$ cat src/rtl/doppler_led_pkg.sv
// Shared types and helpers for the Doppler 4x4 LED matrix scanner.
//   ROWS, COLS   : matrix geometry
//   scan_state_e : per-row scan phase (blanking, lit PWM window, dark remainder)
//   step_cycles  : clk cycles per brightness step within a row window
package doppler_led_pkg;

  localparam int unsigned ROWS = 4;
  localparam int unsigned COLS = 4;

  typedef enum logic [1:0] {
    StBlank,
    StOn,
    StOff
  } scan_state_e;

  function automatic int unsigned step_cycles(input int unsigned row_cycles);
    return row_cycles / 16;
  endfunction

endpackage

$ cat src/rtl/led_row_timer.sv
// Row slot timer for the LED matrix scanner.
// Sequences BLANK -> ON -> OFF for each row and wraps the row index 3 -> 0.
// The state/counter registers describe the cycle currently being executed.
//   clk            : clock
//   rst            : asynchronous active-high reset
//   brightness     : 4-bit PWM level, latched as the BLANK phase ends
//   state          : phase of the current cycle
//   row            : row of the current cycle
//   frame_boundary : high on the first BLANK cycle of row 0
module led_row_timer
  import doppler_led_pkg::*;
#(
  parameter int unsigned ROW_CYCLES   = 12000,
  parameter int unsigned BLANK_CYCLES = 48
) (
  input  logic        clk,
  input  logic        rst,
  input  logic [3:0]  brightness,
  output scan_state_e state,
  output logic [1:0]  row,
  output logic        frame_boundary
);

  localparam int unsigned CntW = $clog2(BLANK_CYCLES + ROW_CYCLES);
  localparam int unsigned Step = step_cycles(ROW_CYCLES);
  localparam logic [CntW-1:0] BlankLast = CntW'(BLANK_CYCLES - 1);
  localparam logic [CntW-1:0] RowCyc    = CntW'(ROW_CYCLES);
  localparam logic [CntW-1:0] One       = CntW'(1);

  scan_state_e     state_q, state_d;
  logic [CntW-1:0] cnt_q, cnt_d;
  logic [CntW-1:0] on_len_q, on_len_d;
  logic [1:0]      row_q, row_d;
  logic [CntW-1:0] on_len_new;

  assign on_len_new = CntW'(brightness) * CntW'(Step);

  always_comb begin
    state_d  = state_q;
    cnt_d    = cnt_q + One;
    row_d    = row_q;
    on_len_d = on_len_q;
    unique case (state_q)
      StBlank: begin
        if (cnt_q == BlankLast) begin
          cnt_d    = '0;
          on_len_d = on_len_new;
          // Zero brightness skips ON entirely; OFF then fills the whole window.
          state_d  = (brightness == 4'd0) ? StOff : StOn;
        end
      end
      StOn: begin
        if (cnt_q == on_len_q - One) begin
          cnt_d   = '0;
          state_d = StOff;
        end
      end
      StOff: begin
        // OFF is the remainder of the window, keeping the slot length fixed.
        if (cnt_q == RowCyc - on_len_q - One) begin
          cnt_d   = '0;
          state_d = StBlank;
          row_d   = row_q + 2'd1;
        end
      end
      default: begin
        cnt_d   = '0;
        state_d = StBlank;
      end
    endcase
  end

  always_ff @(posedge clk or posedge rst) begin
    if (rst) begin
      state_q  <= StBlank;
      cnt_q    <= '0;
      on_len_q <= '0;
      row_q    <= 2'd0;
    end else begin
      state_q  <= state_d;
      cnt_q    <= cnt_d;
      on_len_q <= on_len_d;
      row_q    <= row_d;
    end
  end

  assign state          = state_q;
  assign row            = row_q;
  assign frame_boundary = (state_q == StBlank) && (cnt_q == '0) && (row_q == 2'd0);

endmodule

$ cat src/rtl/led_matrix_scan.sv
// Multiplexed scan driver for the Doppler 4x4 LED matrix.
// Takes a 16-bit frame over valid/ready into a pending buffer, swaps it into the
// active buffer only at frame boundaries, and scans rows with blanking and PWM.
//   clk, rst    : clock and asynchronous active-high reset
//   frame_data  : bitmap, bit [4*r+c] = row r column c
//   frame_valid : frame_data offered
//   frame_ready : pending buffer empty
//   brightness  : global PWM level 0..15
//   aled        : one-hot row anode enable
//   kled_tri    : column drive enables (1 = drive)
//   row_idx     : row currently in its slot
//   frame_start : pulse on row 0's first BLANK cycle
module led_matrix_scan
  import doppler_led_pkg::*;
#(
  parameter int unsigned ROW_CYCLES   = 12000,
  parameter int unsigned BLANK_CYCLES = 48
) (
  input  logic                 clk,
  input  logic                 rst,
  input  logic [ROWS*COLS-1:0] frame_data,
  input  logic                 frame_valid,
  output logic                 frame_ready,
  input  logic [3:0]           brightness,
  output logic [ROWS-1:0]      aled,
  output logic [COLS-1:0]      kled_tri,
  output logic [1:0]           row_idx,
  output logic                 frame_start
);

  scan_state_e scan_state;
  logic [1:0]  scan_row;
  logic        frame_boundary;

  led_row_timer #(
    .ROW_CYCLES  (ROW_CYCLES),
    .BLANK_CYCLES(BLANK_CYCLES)
  ) u_timer (
    .clk           (clk),
    .rst           (rst),
    .brightness    (brightness),
    .state         (scan_state),
    .row           (scan_row),
    .frame_boundary(frame_boundary)
  );

  logic [ROWS*COLS-1:0] pending_q, pending_d;
  logic [ROWS*COLS-1:0] active_q, active_d;
  logic                 ready_q, ready_d;
  logic [ROWS-1:0]      aled_q, aled_d;
  logic [COLS-1:0]      kled_q, kled_d;
  logic [1:0]           row_idx_q;
  logic                 frame_start_q;
  logic                 accept;

  assign accept = frame_valid & ready_q;

  // Swap and accept are exclusive: accepting needs an empty pending buffer.
  always_comb begin
    pending_d = pending_q;
    active_d  = active_q;
    ready_d   = ready_q;
    if (frame_boundary && !ready_q) begin
      active_d = pending_q;
      ready_d  = 1'b1;
    end
    if (accept) begin
      pending_d = frame_data;
      ready_d   = 1'b0;
    end
  end

  always_comb begin
    aled_d = '0;
    kled_d = '0;
    if (scan_state == StOn) begin
      aled_d = ROWS'(1) << scan_row;
      kled_d = active_q[{scan_row, 2'b00} +: COLS];
    end
  end

  always_ff @(posedge clk or posedge rst) begin
    if (rst) begin
      pending_q     <= '0;
      active_q      <= '0;
      ready_q       <= 1'b1;
      aled_q        <= '0;
      kled_q        <= '0;
      row_idx_q     <= 2'd0;
      frame_start_q <= 1'b0;
    end else begin
      pending_q     <= pending_d;
      active_q      <= active_d;
      ready_q       <= ready_d;
      aled_q        <= aled_d;
      kled_q        <= kled_d;
      row_idx_q     <= scan_row;
      frame_start_q <= frame_boundary;
    end
  end

  assign frame_ready = ready_q;
  assign aled        = aled_q;
  assign kled_tri    = kled_q;
  assign row_idx     = row_idx_q;
  assign frame_start = frame_start_q;

endmodule

$ cat config.mk
export PLATFORM = sky130hd
export DESIGN_NAME = led_matrix_scan
export DESIGN_NICKNAME = d
export VERILOG_FILES = /design/src/rtl/doppler_led_pkg.sv /design/src/rtl/led_row_timer.sv /design/src/rtl/led_matrix_scan.sv
export SDC_FILE = /design/constraint.sdc
export NUM_CORES = 1
export LEC_CHECK = 0
export ABC_AREA = 1
export BUFFER_PORTS_ARGS = -buffer_cell sky130_fd_sc_hd__buf_2
export CAP_MARGIN = 25
export CORE_MARGIN = 2
export CORE_UTILIZATION = 55
export CTS_CLUSTER_DIAMETER = 30
export CTS_CLUSTER_SIZE = 12
export DETAILED_ROUTE_END_ITERATION = 8
export MAX_ROUTING_LAYER = met4
export PLACE_DENSITY = 0.74
export SLEW_MARGIN = 20
export SYNTH_ARGS = -nofsm -noshare
export SYNTH_HDL_FRONTEND = slang
export SYNTH_SLANG_ARGS = --single-unit
$ cat constraint.sdc
create_clock -name clk -period 7.33 [get_ports clk]
set_input_delay 1.466 -clock clk [delete_from_list [all_inputs] [get_ports clk]]
set_output_delay 1.466 -clock clk [all_outputs]
set_load 0.1 [all_outputs]
==> impl_metrics.tcl, run 1 <==
set metrics [dict create \
    status "finished clean" \
    endpoint "u_timer.on_len_q[12]$_DFFE_PP0P_" \
    grt_start_max_net_pins 76 \
    start_kind "input port" \
    crit_start "brightness[1]" \
    fin_setup_tns_ns 0 \
    cts_tree "yes" \
    crit_required_ns 7.55 \
    drc_errors 0 \
    drt-total-wl_um 9038 \
    hpwl_um 6796 \
    p_total_w 0.001222 \
    drv_cap 0 \
    leakage_nw 2.618 \
    setup_viol 0 \
    syn_inst 564 \
    setup_ws_ns 3.561 \
    worst-path-max-fanout 12 \
    relSlewSlack_pct 39.63 \
    cts_root_buf "clkbuf_8" \
    critPathCaptureType "flip-flop" \
    start_util_pct 55.91 \
    hold_viol 0 \
    placed_cell_area_um2 4761 \
    ys_async_sr_fraction_pct 100.0 \
    multi_input_area_um2 2292 \
    cts_resized 0 \
    syn2layout_area_growth_pct 9.900 \
    rr_startpoint "u_timer.row[0]$_DFFE_PP0P_" \
    fmax_ghz 0.2653 \
    clock_latency_ns 0.36 \
    dp_slack_ns 3.195 \
    slew_violations 0 \
    fin_crit_ns 3.769 \
    dp.cells 690 \
    fin_skew_ns 0.01485 \
    postCtsSetupBuffers 0 \
    gp_congestion 0.9622 \
    routed_via_density 5.183 \
    synthTopCellsByArea "dfrtp_1, nand2_1, ha_1, inv_1, nor2_1" \
    ant_nets 0 \
    nNetsFinal 653 \
    arrival_ns 3.99 \
    drtIter0Drc 211 \
    die_area_um2 8967 \
    htreeDepth 3 \
    grtUsageTotal_pct 23.38 \
    netlist_area_um2 4524 \
    rr_endpoint "active_q[13]$_DFFE_PP0P_" \
    rsz0062_at_grt "false" \
    grt_overflow 0 \
    crit_type "in2reg" \
    synth_edf_count 0 \
    drt_pass1_iterations 5 \
    cp_slowest_stage_delay_ns 0.45 \
    ys_seq_area_share_pct 41.51 \
    regArea_um2 1878 \
    ir_drop_mv 0.1596 \
    synth_top_area_share_pct 40.93 \
    hold_path.startpoint "active_q[4]$_DFFE_PP0P_" \
    yosysTopAreaCell "dfrtp_1" \
    grt_pass1_wl_um 15800 \
    ys_ff_latch 75 \
    cts_buffers 9 \
    ff2ff_path_depth 6 \
    vias 3659 \
    worstPathCellList "buf_2, fa_1, fa_1, ha_1, a21oi_1, nor2_1, o21ai_0, o2111ai_1, or2_2, nand3_1, o21ai_0" \
    worst_pin_slew_ns 0.9055 \
    slowest_stage "fa_1" \
    die_x_um 94.70 \
    r2r_setup_slack_ns 4.56 \
    diodes 0 \
    die-height_um 94.70 \
    portBuffers 34 \
    first_global_vias 3395 \
    core_um2 8093 \
    instances_no_fill 706 \
    yosys_warnings 0 \
    n_fill_cell 759 \
    hp-class "reg2reg" \
    cts_hold_buf 0 \
    clock-sinks 75 \
    clock_path_buffers 2 \
    rows 33 \
    syn-mean-instance-area_um2 8.022 \
    ys.flop_type "dfrtp_1" \
    clk_transition_reported_paths_ns 0.09 \
    ioPinCount 35 \
    antenna_found_initial 0 \
    drive_above_1_share_pct 11.65 \
    syn_nets 621 \
    yosys.cell_types.count 38 \
    p_per_area_nw_per_um2 245.8 \
    fin_crit_sh_pct 51.42 \
    fin_area_um2 4972 \
    wl_per_cell_um 12.80 \
]
-- metrics by stage --
stage,hold WS (ns),utilization [%]
2_1_floorplan,0.4036,-
3_3_place_gp,0.4656,58.83
3_5_place_dp,0.4687,58.83
4_1_cts,0.4917,61.44
5_1_grt,0.5007,61.44
6_report,0.4912,61.44
-- layout make-up --
| class | instances | share of cell area (%) |
|---|---|---|
| repair buffers | 35 | 3.573 |
| multi-input cells | 400 | 46.10 |
| clock inverters | 7 | 1.761 |
| clock buffers | 9 | 2.491 |
| flip-flops and latches | 75 | 37.77 |
| well taps | 105 | 2.642 |
| inverters | 75 | 5.662 |
-- Yosys cell counts, types with 2 or more instances --
master and number:
ha_1 29, a21oi_1 41, nor3_1 6, nor2_1 72, xnor2_1 5, o21bai_1 2, o21ai_1 5, buf_2 4
clkbuf_1 7, fa_1 5, inv_1 75, o22ai_1 2, o21ai_0 36, xor2_1 24, nand3_1 27, mux2_2 6
nand2_1 118, dfrtp_1 74, or2_2 4, nand4_1 3, buf_4 2
-- sequential cells by signal, indices dropped and copies added, names as in the netlist --
register,count
u_timer.row,2
frame_start,1
pending_q,16
kled_tri,4
frame_ready,1
u_timer.cnt_q,14
u_timer.state,2
u_timer.on_len_q,13
row_idx,2
active_q,16
aled,4
-- cells in the final DEF (no fill, tap or decap), types with 2 or more instances in the layout --
cell type / instances
a21oi_1: 41
buf_2: 34
clkbuf_8: 9
dfrtp_1: 74
fa_1: 5
ha_1: 29
inv_1: 74
inv_6: 3
inv_8: 2
mux2_2: 6
nand2_1: 118
nand3_1: 27
nand4_1: 3
nor2_1: 72
nor3_1: 6
o21ai_0: 36
o21ai_1: 5
o21bai_1: 2
o22ai_1: 2
or2_2: 4
xnor2_1: 5
xor2_1: 24
-- power by group --
part,leakage (nW),internal (W),switching [W]
clock,0.109,0.000166,0.000176
sequential,0.897,0.000479,0.0000460
combinational,1.61,0.000137,0.000219
total,2.62,0.000782,0.000440
-- logic make-up (layout without fill, tap and decap cells) --
| kind of cell | after synthesis | in the layout | synth area share (%) |
|---|---|---|---|
| adders and majority gates | 34 | 34 | 10.23 |
| muxes | 6 | 6 | 1.493 |
| and+or+nand+nor | 237 | 237 | 21.88 |
| xor gates and xnor gates | 30 | 30 | 5.973 |
| AOI/OAI and AO/OA | 93 | 93 | 11.09 |
| buffers and inverters | 89 | 126 | 7.826 |
| DFF | 75 | 75 | 41.51 |
-- worst min path at each step --
stage | end | slack [ns] | cells after the start
global placement | active_q[4]$_DFFE_PP0P_ | 0.47 | 2
detailed placement | active_q[4]$_DFFE_PP0P_ | 0.47 | 2
finish | active_q[4]$_DFFE_PP0P_ | 0.49 | 2
floorplan | row_idx[0]$_DFF_PP0_ | 0.40 | 0
CTS | active_q[4]$_DFFE_PP0P_ | 0.49 | 2
global route | active_q[4]$_DFFE_PP0P_ | 0.50 | 2
-- critical path, delay by kind of cell --
| family | cells | cell delay, ns |
|---|---|---|
| AO/OA/AOI/OAI | 4 | 0.63 |
| adder cells (fa/ha/maj) | 3 | 1.33 |
| buffers and inverters | 1 | 0.13 |
| AND/OR/NAND/NOR | 3 | 0.42 |
-- per-layer routing --
metal	vias to the layer above	share of wire [%]	routed length, µm	GRT usage [%]
li1	1856	-	-	-
met5	-	0	0	-
met1	1696	48	4317	32.23
met2	91	45	4103	34.63
met3	16	5.1	459	6.225
met4	0	1.7	157	5.918
No activity file was read; power rests on OpenSTA's default activity.
==> inputs of run 2 (changes only) <==
PLACE_DENSITY = 0.77   (was 0.74)
clock period = 3.11 ns   (was 7.33 ns; I/O delays follow)
==> impl_metrics.tcl, run 2 (synthesis gave the netlist of run 1 again) <==
set metrics [dict create \
    first_global_vias 3476 \
    drc_errors 0 \
    status "finished clean" \
    combPwrFrac_pct 29.4 \
    reg_top3 "active_q x16, pending_q x16, u_timer.cnt_q x14" \
    gp_congestion 0.9121 \
    setup_viol 0 \
    slew_violations 0 \
    critPathCaptureType "flip-flop" \
    core_um2 8093 \
    routed_via_density 5.166 \
    antenna_found_initial 0 \
    clock-sinks 75 \
    die_x_um 94.70 \
    grt_start_max_net_pins 57 \
    hpwl_um 6881 \
    start_util_pct 55.91 \
    p_total_w 0.002887 \
    vias 3678 \
    fin_skew_ns 0.01474 \
    portBuffers 34 \
    hp-class "in2async" \
    placed_cell_area_um2 4806 \
    p_int_w 0.001857 \
    sequentialPowerShare_pct 42.6 \
    fin_setup_tns_ns 0 \
    die_area_um2 8967 \
    p_clk_share_pct 28.0 \
    die-height_um 94.70 \
    fin_crit_ns 2.848 \
    cts_root_buf "clkbuf_8" \
    arrival_ns 3.05 \
    drt_pass1_iterations 5 \
    hold_slack_ns 0.4460 \
    ant_nets 0 \
    diodes 0 \
    wl_per_cell_um 12.80 \
    crit_required_ns 3.32 \
    worst-path-max-fanout 5 \
    p_switching_w 0.001030 \
    netSwitchingFraction_pct 35.68 \
    grt_overflow 0 \
    worst_pin_slew_ns 0.6676 \
    clock_latency_ns 0.36 \
    nNetsFinal 659 \
    cts_hold_buf 0 \
    grt_pass1_wl_um 15410 \
    htreeDepth 3 \
    p_per_area_nw_per_um2 575.2 \
    final_common_cell "nand2_1" \
    start_kind "input port" \
    fin_crit_sh_pct 91.57 \
    drt-total-wl_um 9117 \
    cts_tree "yes" \
    relSlewSlack_pct 55.49 \
    crit_type "in2reg" \
    hold_viol 0 \
    ir_drop_mv 0.3255 \
    cts_resized 0 \
    leakage_nw 2.647 \
    postCtsSetupBuffers 0 \
    cts_buffers 9 \
    ioPinCount 35 \
    fin_area_um2 5020 \
    rows 33 \
    clk_transition_reported_paths_ns 0.10 \
    clock_path_buffers 2 \
    grtUsageTotal_pct 22.51 \
    drv_cap 0 \
    rsz0062_at_grt "false" \
    drtIter0Drc 151 \
    fmax_ghz 0.3512 \
    final_cell_mix "nand2_1, inv_1, dfrtp_1" \
    syn2layout_area_growth_pct 10.95 \
    drive_above_1_share_pct 12.52 \
]
[run 2: changes by cell type in the layout (fill, tap and decap cells not counted), sizes merged]
| cell | previous run | this run |
|---|---|---|
| buf | 35 | 41 |
[run 2: worst max-delay path, stage by stage]
cell	delay (ns)
buf_2	0.14
fa_1	0.44
fa_1	0.44
ha_1	0.35
a21oi_1	0.23
nor2_1	0.06
o21ai_0	0.18
o2111ai_1	0.14
or2_2	0.29
nand3_1	0.06
o21ai_0	0.09
[run 2: layout make-up]
class / count / area, µm²
clock buffers: 9 / 123.9
fillers: 732 / 3073
multi-input cells: 400 / 2292
repair buffers: 41 / 222.7
well taps: 105 / 131.4
flip-flops and latches: 75 / 1878
clock inverters: 7 / 90.09
inverters: 75 / 281.5
[run 2: final timing paths]
path | endpoint | start | depth (start not counted) | slack [ns]
worst max-delay path | u_timer.on_len_q[12]$_DFFE_PP0P_ | brightness[1] | 11 | 0.26
worst min-delay path | pending_q[5]$_DFFE_PP0P_ | rst | 3 | 0.45
worst max register to register | active_q[15]$_DFFE_PP0P_ | u_timer.row[0]$_DFFE_PP0P_ | 7 | 0.78
worst min register to register | active_q[4]$_DFFE_PP0P_ | active_q[4]$_DFFE_PP0P_ | 2 | 0.49
max in group asynchronous | pending_q[3]$_DFFE_PP0P_ | rst | 4 | 1.96
min in group clk | active_q[4]$_DFFE_PP0P_ | active_q[4]$_DFFE_PP0P_ | 2 | 0.49
[run 2: layer usage]
layer  vias up  routed length, µm  GRT usage (%)
met2        82               4333          36.11
met3        12                444          5.267
met5         -                  0              -
met4         0                132          6.280
li1       1872                  -              -
met1      1712               4206          28.76
[run 2: per-stage QoR]
| stage | utilization (%) | setup slack, ns | instances |
|---|---|---|---|
| after CTS | 62.03 | 0.3036 | 712 |
| after detailed placement | 59.38 | -0.04873 | 696 |
| after global routing | 62.03 | 0.08279 | 712 |
| after floorplan | - | 0.2556 | 564 |
| after global placement | 59.38 | 0.0004063 | 696 |
| final | 62.03 | 0.2623 | 712 |
[run 2: power groups by stage]
stage / combinational [W] / sequential, W / clock [W]
final: 0.000849 / 0.00123 / 0.000808
after global routing: 0.000980 / 0.00125 / 0.000869
after CTS: 0.000852 / 0.00123 / 0.000822
after detailed placement: 0.000848 / 0.00125 / 0
after global placement: 0.000820 / 0.00124 / 0
after floorplan: 0.000675 / 0.00122 / 0
==> inputs of run 3 (changes only) <==
SETUP_SLACK_MARGIN = 0.3   (was unset)
==> impl_metrics.tcl, run 3 (synthesis gave the netlist of run 1 again) <==
set metrics [dict create \
    start_util_pct 55.91 \
    htreeDepth 3 \
    vias 3639 \
    slew_violations 0 \
    rows 33 \
    cp_slowest_stage_delay_ns 0.56 \
    worst-path-max-fanout 6 \
    hpwl_um 6803 \
    nNetsFinal 660 \
    clk_transition_reported_paths_ns 0.09 \
    ir_drop_mv 0.4564 \
    grt_start_max_net_pins 76 \
    final_common_cell "nand2_1" \
    drtIter0Drc 170 \
    drc_errors 0 \
    clock_path_buffers 2 \
    fin_skew_ns 0.01005 \
    syn2layout_area_growth_pct 12.00 \
    fmax_ghz 0.3689 \
    clock-sinks 75 \
    cts_buffers 9 \
    die-height_um 94.70 \
    dp.cells 697 \
    instances_no_fill 713 \
    grt_overflow 0 \
    slowest_stage "fa_1" \
    antenna_found_initial 0 \
    fin_crit_sh_pct 87.17 \
    drive_above_1_share_pct 13.65 \
    crit_required_ns 3.31 \
    hp-class "in2async" \
    crit_start "brightness[1]" \
    fin_crit_ns 2.711 \
    n_fill_cell 710 \
    drt-total-wl_um 8848 \
    grt_pass1_wl_um 15070 \
    die_x_um 94.70 \
    wl_per_cell_um 12.41 \
    ant_nets 0 \
    setup_viol 0 \
    die_area_um2 8967 \
    routed_via_density 5.104 \
    worstPathCellList "buf_2, fa_2, fa_1, ha_4, a21oi_4, nor2_1, o21ai_1, o2111ai_1, or2_2, nand3_1, o21ai_0" \
    ioPinCount 35 \
    first_global_vias 3391 \
    fin_area_um2 5067 \
    grtUsageTotal_pct 22.00 \
    reg_top3 "active_q x16, pending_q x16, u_timer.cnt_q x14" \
    fin_setup_tns_ns 0 \
    final_cell_mix "nand2_1, inv_1, dfrtp_1" \
    postCtsSetupBuffers 0 \
    rr_startpoint "u_timer.on_len_q[5]$_DFFE_PP0P_" \
    regArea_um2 1878 \
    clock_latency_ns 0.34 \
    cts_root_buf "clkbuf_8" \
    drt_pass1_iterations 4 \
    cts_hold_buf 0 \
    crit_type "in2reg" \
    placed_cell_area_um2 4833 \
    status "finished clean" \
    critPathCaptureType "flip-flop" \
    cp_top_family "adder cells" \
    portBuffers 34 \
    diodes 0 \
    multi_input_area_um2 2347 \
    relSlewSlack_pct 57.84 \
    worst_pin_slew_ns 0.6309 \
    core_um2 8093 \
    start_kind "input port" \
    cts_tree "yes" \
    arrival_ns 2.92 \
    leakage_nw 2.641 \
    p_per_area_nw_per_um2 558.8 \
    drv_cap 0 \
    gp_congestion 0.9377 \
    path_buf_inv 1 \
    rsz0062_at_grt "false" \
    hold_viol 0 \
]
==> run 3: per-layer routing <==
layer | part of all wire [%] | vias to the layer above | GRT usage, %
li1 | - | 1869 | -
met1 | 47 | 1713 | 29.45
met2 | 49 | 50 | 34.69
met3 | 2.8 | 7 | 4.070
met4 | 0.97 | 0 | 5.918
met5 | 0 | - | -
==> run 3: per-stage QoR <==
stage,setup slack (ns),hold slack (ns),utilization (%),total power [W]
after floorplan,0.2979,0.4036,-,0.001904
after global placement,-0.003203,0.4634,59.72,0.002078
after detailed placement,-0.05114,0.4686,59.72,0.002114
after CTS,0.3229,0.3583,62.06,0.002819
after global routing,0.3130,0.3828,62.62,0.003053
final,0.3989,0.3521,62.62,0.002832
==> run 3: area by class of cell <==
cell class,count,share of cell area [%]
multi-input combinational,400,46.32
clock inverter,7,1.235
inverter,75,5.556
timing repair buffer,42,4.790
clock buffer,9,2.444
tap,105,2.593
sequential,75,37.06
==> run 3: final timing paths <==
path                            slack (ns)  cells past startpoint                          endpoint
worst max-delay path                  0.40                     11  u_timer.on_len_q[12]$_DFFE_PP0P_
worst min-delay path                  0.35                      3                 aled[3]$_DFF_PP0_
worst max register to register        0.83                     10      u_timer.state[0]$_DFFE_PP0P_
worst min register to register        0.49                      2           active_q[4]$_DFFE_PP0P_
max in group asynchronous             2.45                      3           frame_ready$_DFFE_PP1P_
min in group clk                      0.49                      2           active_q[4]$_DFFE_PP0P_
==> run 3: worst register-to-register path, cell delays in order, from the launching register on <==
cell	delay, ns
dfrtp_1	0.44
ha_1	0.25
a21oi_1	0.19
inv_1	0.10
nand2_1	0.08
nand3_1	0.07
a21oi_1	0.26
nand3_2	0.18
a21oi_4	0.41
inv_1	0.08
o21ai_1	0.14
==> run 3: repair_timing <==
| item | in CTS | in global routing |
|---|---|---|
| resized for setup | 1 | 7 |
| endpoints found under the setup margin | 1 | 5 |
| pin swaps | 0 | 3 |
==> run 3: power by group <==
group	leakage, nW	total, W	internal, W	switching (W)
combinational	1.65	0.000894	0.000365	0.000529
sequential	0.897	0.00123	0.00113	0.000105
clock	0.0936	0.000704	0.000309	0.000395
